$ cat src/rtl/mips_pkg.sv
// Shared constants for the MIPS data-memory slice: MMIO register offsets and CTRL bit layout.
package mips_pkg;
  localparam int DATA_MEM_WIDTH = 32;

  localparam logic [3:0] MMIO_LED_OFF   = 4'h0;
  localparam logic [3:0] MMIO_COUNT_OFF = 4'h4;
  localparam logic [3:0] MMIO_CMP_OFF   = 4'h8;
  localparam logic [3:0] MMIO_CTRL_OFF  = 4'hC;

  localparam int CTRL_EN_BIT = 0;
  localparam int CTRL_IE_BIT = 1;
  localparam int CTRL_ST_BIT = 2;
endpackage

$ cat src/rtl/mips_mmio_timer.sv
// Auto-reload compare timer (COUNT/CMP/CTRL) with a sticky, write-1-to-clear status flag.
// Only compiled when MIPS_DMEM_TIMER_EN is defined.
`ifdef MIPS_DMEM_TIMER_EN
module mips_mmio_timer
  import mips_pkg::*;
(
  input  logic                      clk,
  input  logic                      rst,
  input  logic                      we,
  input  logic [3:0]                off,
  input  logic [DATA_MEM_WIDTH-1:0] wdata,
  output logic [DATA_MEM_WIDTH-1:0] rdata,
  output logic                      timer_irq
);
  logic [DATA_MEM_WIDTH-1:0] count, cmp;
  logic en, ie, st;
  logic match, ctrl_we;

  // Compare always sees the pre-edge EN/CMP, so writes to them act from the next cycle.
  assign match   = en && (count == cmp);
  assign ctrl_we = we && (off == MMIO_CTRL_OFF);

  always_ff @(posedge clk or posedge rst) begin
    if (rst) begin
      count <= '0;
      cmp   <= '1;
      en    <= 1'b0;
      ie    <= 1'b0;
      st    <= 1'b0;
    end else begin
      if (en) count <= match ? '0 : count + 1'b1;
      if (we && off == MMIO_CMP_OFF) cmp <= wdata;
      if (ctrl_we) begin
        en <= wdata[CTRL_EN_BIT];
        ie <= wdata[CTRL_IE_BIT];
      end
      // Set beats clear when both land on the same edge.
      st <= match | (st & ~(ctrl_we & wdata[CTRL_ST_BIT]));
    end
  end

  always_comb begin
    rdata = '0;
    unique case (off)
      MMIO_COUNT_OFF: rdata = count;
      MMIO_CMP_OFF:   rdata = cmp;
      MMIO_CTRL_OFF: begin
        rdata[CTRL_EN_BIT] = en;
        rdata[CTRL_IE_BIT] = ie;
        rdata[CTRL_ST_BIT] = st;
      end
      default:        rdata = '0;
    endcase
  end

  assign timer_irq = st & ie;
endmodule
`endif

$ cat src/rtl/mips_data_mem.sv
// Word-addressed data RAM plus MMIO window (LED, optional timer under MIPS_DMEM_TIMER_EN).
// Reads are combinational for the single-cycle core; writes land on the clock edge.
module mips_data_mem
  import mips_pkg::*;
#(
  parameter int                        RAM_DEPTH = 64,
  parameter logic [DATA_MEM_WIDTH-1:0] MMIO_BASE = 32'hFFFF_0000
) (
  input  logic                      clk,
  input  logic                      rst,
  input  logic                      memwrite,
  input  logic [DATA_MEM_WIDTH-1:0] memaddr,
  input  logic [DATA_MEM_WIDTH-1:0] writedata,
  output logic [DATA_MEM_WIDTH-1:0] readdata,
  output logic [15:0]               led,
  output logic                      timer_irq,
  output logic                      addr_err
);
  localparam int                        AW        = $clog2(RAM_DEPTH);
  localparam logic [DATA_MEM_WIDTH-1:0] RAM_BYTES = DATA_MEM_WIDTH'(RAM_DEPTH * 4);

  logic [DATA_MEM_WIDTH-1:0] ram [RAM_DEPTH];
  logic [AW-1:0]             ram_idx;
  logic [3:0]                off;
  logic                      in_ram, in_mmio;
  logic [DATA_MEM_WIDTH-1:0] tmr_rdata;

  assign ram_idx = memaddr[AW+1:2];
  assign off     = {memaddr[3:2], 2'b00};
  assign in_ram  = memaddr < RAM_BYTES;
  assign in_mmio = memaddr[31:4] == MMIO_BASE[31:4];

  always_ff @(posedge clk) begin
    if (memwrite && in_ram) ram[ram_idx] <= writedata;
  end

  always_ff @(posedge clk or posedge rst) begin
    if (rst) begin
      led      <= '0;
      addr_err <= 1'b0;
    end else begin
      if (memwrite && in_mmio && off == MMIO_LED_OFF) led <= writedata[15:0];
      addr_err <= memwrite && !in_ram && !in_mmio;
    end
  end

`ifdef MIPS_DMEM_TIMER_EN
  mips_mmio_timer u_timer (
    .clk      (clk),
    .rst      (rst),
    .we       (memwrite && in_mmio),
    .off      (off),
    .wdata    (writedata),
    .rdata    (tmr_rdata),
    .timer_irq(timer_irq)
  );
`else
  assign tmr_rdata = '0;
  assign timer_irq = 1'b0;
`endif

  always_comb begin
    readdata = '0;
    if (in_ram)
      readdata = ram[ram_idx];
    else if (in_mmio)
      readdata = (off == MMIO_LED_OFF) ? {16'h0, led} : tmr_rdata;
  end
endmodule

$ cat config.mk
export PLATFORM = sky130hd
export DESIGN_NAME = mips_data_mem
export DESIGN_NICKNAME = d
export VERILOG_FILES = /design/src/rtl/mips_pkg.sv /design/src/rtl/mips_mmio_timer.sv /design/src/rtl/mips_data_mem.sv
export SDC_FILE = /design/constraint.sdc
export NUM_CORES = 2
export LEC_CHECK = 0
export CORE_ASPECT_RATIO = 1.1
export CORE_UTILIZATION = 50
export CTS_BUF_LIST = sky130_fd_sc_hd__clkbuf_8 sky130_fd_sc_hd__clkbuf_16
export DETAILED_ROUTE_END_ITERATION = 8
export HOLD_SLACK_MARGIN = 0.15
export PLACE_DENSITY = 0.79
export SYNTH_ARGS = -nofsm -noshare
export SYNTH_HDL_FRONTEND = slang
export SYNTH_HIERARCHICAL = 1
export SYNTH_SLANG_ARGS = --single-unit
$ cat constraint.sdc
create_clock -name clk -period 3.12 [get_ports clk]
set_input_delay 0.624 -clock clk [delete_from_list [all_inputs] [get_ports clk]]
set_output_delay 0.624 -clock clk [all_outputs]
set_load 0.005 [all_outputs]
==> key figures <==
Run status
  • Status: complete, but fails checks
  • Failing checks: setup timing

Logic synthesis
  • Avg Inst Size Synth: 18.6 um2
  • Top cell type's share of synthesized area: 0.774
  • Cell with the most instances after synthesis: edfxtp_1
  • Mapped Cells: 4265
  • Synth cell count leaders: edfxtp_1 (2048), mux2i_1 (319), nor2_1 (177)
  • Post-synth top area cell: edfxtp_1
  • Sequential share of the synthesized area: 0.779
  • Dominant cells by area after synthesis: edfxtp_1 (77%), mux4_2 (4.6%), mux2i_1 (4.0%)
  • Seq cells post-synth: 2065
  • Post-synthesis cell area: 79500 um2
  • Most used DFF post-synth: edfxtp_1
  • Synth unique cells: 66
  • Yosys warnings: 6
  • Async S/R FF share, synth: 0.00823
  • Total nets after synthesis: 4332
  • EDFF count, synth: 2048

Placement
  • Placed Cells: 6944
  • RePlAce Congestion: 0.965
  • IO Port Bufs: 113
  • DP HPWL: 166000 um
  • Dpl cell area: 90700 um2

Power and ir drop
  • Maximum vdd drop: 0.606 mV
  • Sequential group share of total power: 0.531
  • Leakage: 0.0333 uW
  • Sw power: 12900 uW
  • Clock share of power: 0.400
  • P per Cell Area: 577 nW/um2
  • Sw Share: 0.224
  • Combinational fraction of design power: 0.069
  • P_int: 44500 uW

Final layout
  • P&R area growth vs syn: 25.0%
  • Area occupied by registers: 61900 um2
  • Filler cells: 9852
  • Design Area, Final: 99400 um2
  • Final nets: 5191
  • Layout cells sized above 1: 0.334
  • Util after Layout: 0.629
  • Multi-input gate area: 18200 um2
  • Post-route insts no fill: 7386

STA
  • Unrepaired setup endpoints after global routing: yes
  • Count of final setup violators: 32
  • Endpoints failing hold: 0
  • Slew Limit Fails: 0
  • Fin Hold WS: 197 ps
  • Slew margin rel.: 0.0489
  • Clk_skew: 0 ps
  • Worst setup margin: -880 ps
  • Slew of the pin with the lowest slew margin: 1430 ps
  • Fmax: 0.250 GHz
  • Post-route minimum period: 4000 ps
  • Period utilization: 1.28

Setup path
  • CP Cell Sequence: buf_16, buf_6, nand2b_4, buf_4, o22a_1, nor2_1, o21ai_1, o211ai_1, nor4_4, buf_2
  • Critical path startpoint category: input port
  • CP max-delay cell: nor2_1
  • Critical Path RT: 2500 ps
  • R2r setup slk: 2040 ps
  • Arrival @ worst endpoint: 3380 ps
  • Critical path type: input port to primary output
  • Setup crit end kind: primary output
  • Max FO, Critical Path: 15
  • Crit path largest cell delay: 820 ps

Hold path
  • Worst hold path class: input port to register

Clock network
  • CTS tree: done
  • Clock Sinks: 2065
  • Inserted Clock Buffers: 191
  • H-tree depth: 4
  • Clock slew at reported path FFs: 70 ps
  • Worst skew pair latency: 850 ps
  • CTS max path bufs: 3
  • Clk root buf: clkbuf_16

GRT
  • Most used routing layer: met2
  • First-pass GRT wire length: 374000 um
  • Met2 usage: 0.504
  • Largest net degree at the start of global routing: 66
  • Gr ovfl total: 0
  • GR Util All Layers: 0.334
  • Vias in the first global route: 50426
  • Global Route met1 Usage: 0.401
  • Initial antenna violation count: 21
  • M3 GR Usage: 0.107

Floorplanning
  • Core Area: 158000 um2
  • Starting Density: 0.503
  • Top Ports: 117
  • Die area: 161000 um2
  • Chip width: 382 um
  • Die boundary height: 420 um
  • Rows: 153

Detailed routing
  • Antenna-violating nets left: 0
  • Via/cell ratio: 7.07
  • Drt wl/cell: 37.8 um
  • Total vias in the final route: 52199
  • Drt drc: 0
  • TritonRoute pass-1 iters: 7
  • Routed WL: 279000 um
  • Drt initial violations: 10611

Flow run
  • Maxcap violations: 0
[worst max-delay path, delay by kind of cell]
| family | cells | cell delay, ps |
|---|---|---|
| buffers and inverters | 4 | 750 |
| AOI/OAI and AO/OA | 3 | 960 |
| and+or+nand+nor | 3 | 1000 |
[routing by layer]
layer	vias up	routed length [um]
li1	19390	-
met3	1549	45400
met4	20	26200
met5	-	138
met1	25448	84800
met2	5792	123000
[layout by cell type (no fill, tap or decap), types with 23 or more instances in the layout]
master,netlist,final
a21oi_1,128,99
a21oi_2,1,23
a221oi_1,112,98
a22oi_1,116,108
buf_12,0,214
buf_2,117,57
buf_4,8,523
buf_6,1,84
clkbuf_16,0,195
clkinv_1,3,47
clkinv_2,0,36
edfxtp_1,2048,2048
inv_1,4,49
mux2_2,142,130
mux2i_1,319,315
mux4_2,161,161
nand2_1,128,113
nand3_1,46,41
nor2_1,177,100
nor2_4,0,69
o21ai_0,104,82
o221ai_1,82,70
o22ai_1,153,140
[layout make-up]
type	instances	area share
Sequential cell	2065	0.623
Clock inverter	158	0.0119
Multi-Input combinational cell	1906	0.183
Tap cell	2092	0.0263
Clock buffer	196	0.0490
Antenna cell	9	0.000227
Timing Repair Buffer	952	0.106
Inverter	8	0.000504
[what timing repair did]
item | CTS | global route
cloned | 6 | 2
hold endpoints to repair | 22 | 0
hold buffers | 3 | 0
setup endpoints to repair | 32 | 32
setup buffers | 58 | 33
pin swaps | 92 | 64
gates resized for setup | 478 | 171
[flip-flops by register name, indices dropped and copies added, names as in the netlist]
register  count
addr_err      1
led          16
ram        2048
[final timing paths]
kind / cells after the start / endpoint / from
setup / recovery: 10 / readdata[25] / memaddr[4]
hold / removal: 1 / ram[8][21] / writedata[21]
setup reg to reg: 1 / led[2] / led[2]
hold reg to reg: 1 / led[12] / led[12]
max in group asynchronous: 4 / led[3] / rst
min in group asynchronous: 4 / led[12] / rst
[power groups by stage]
stage	clock [uW]	combinational, uW	sequential [uW]
after floorplan	0	1370	31100
final	22900	3970	30500
after detailed placement	0	3360	31100
after global placement	0	3280	31100
after global routing	23800	4000	30500
after CTS	22700	3650	30500
[metrics by stage]
step / TNS (ps) / worst slack (ps) / power (uW)
2_1_floorplan: -477360 / -260 / 32400
3_3_place_gp: -952610 / -1580 / 34300
3_5_place_dp: -1014000 / -1580 / 34400
4_1_cts: -12900 / -555 / 56800
5_1_grt: -16300 / -782 / 58300
6_report: -16480 / -880 / 57400
[cells by family after synthesis]
kind of cell | after synthesis | synth area share
buffers and inverters | 294 | 0.0162
muxes | 622 | 0.106
AOI/OAI and AO/OA | 833 | 0.0732
other | 1 | 0.0000472
DFF | 2065 | 0.779
and+or+nand+nor | 450 | 0.0257
Power figures use the tool's default switching activity.
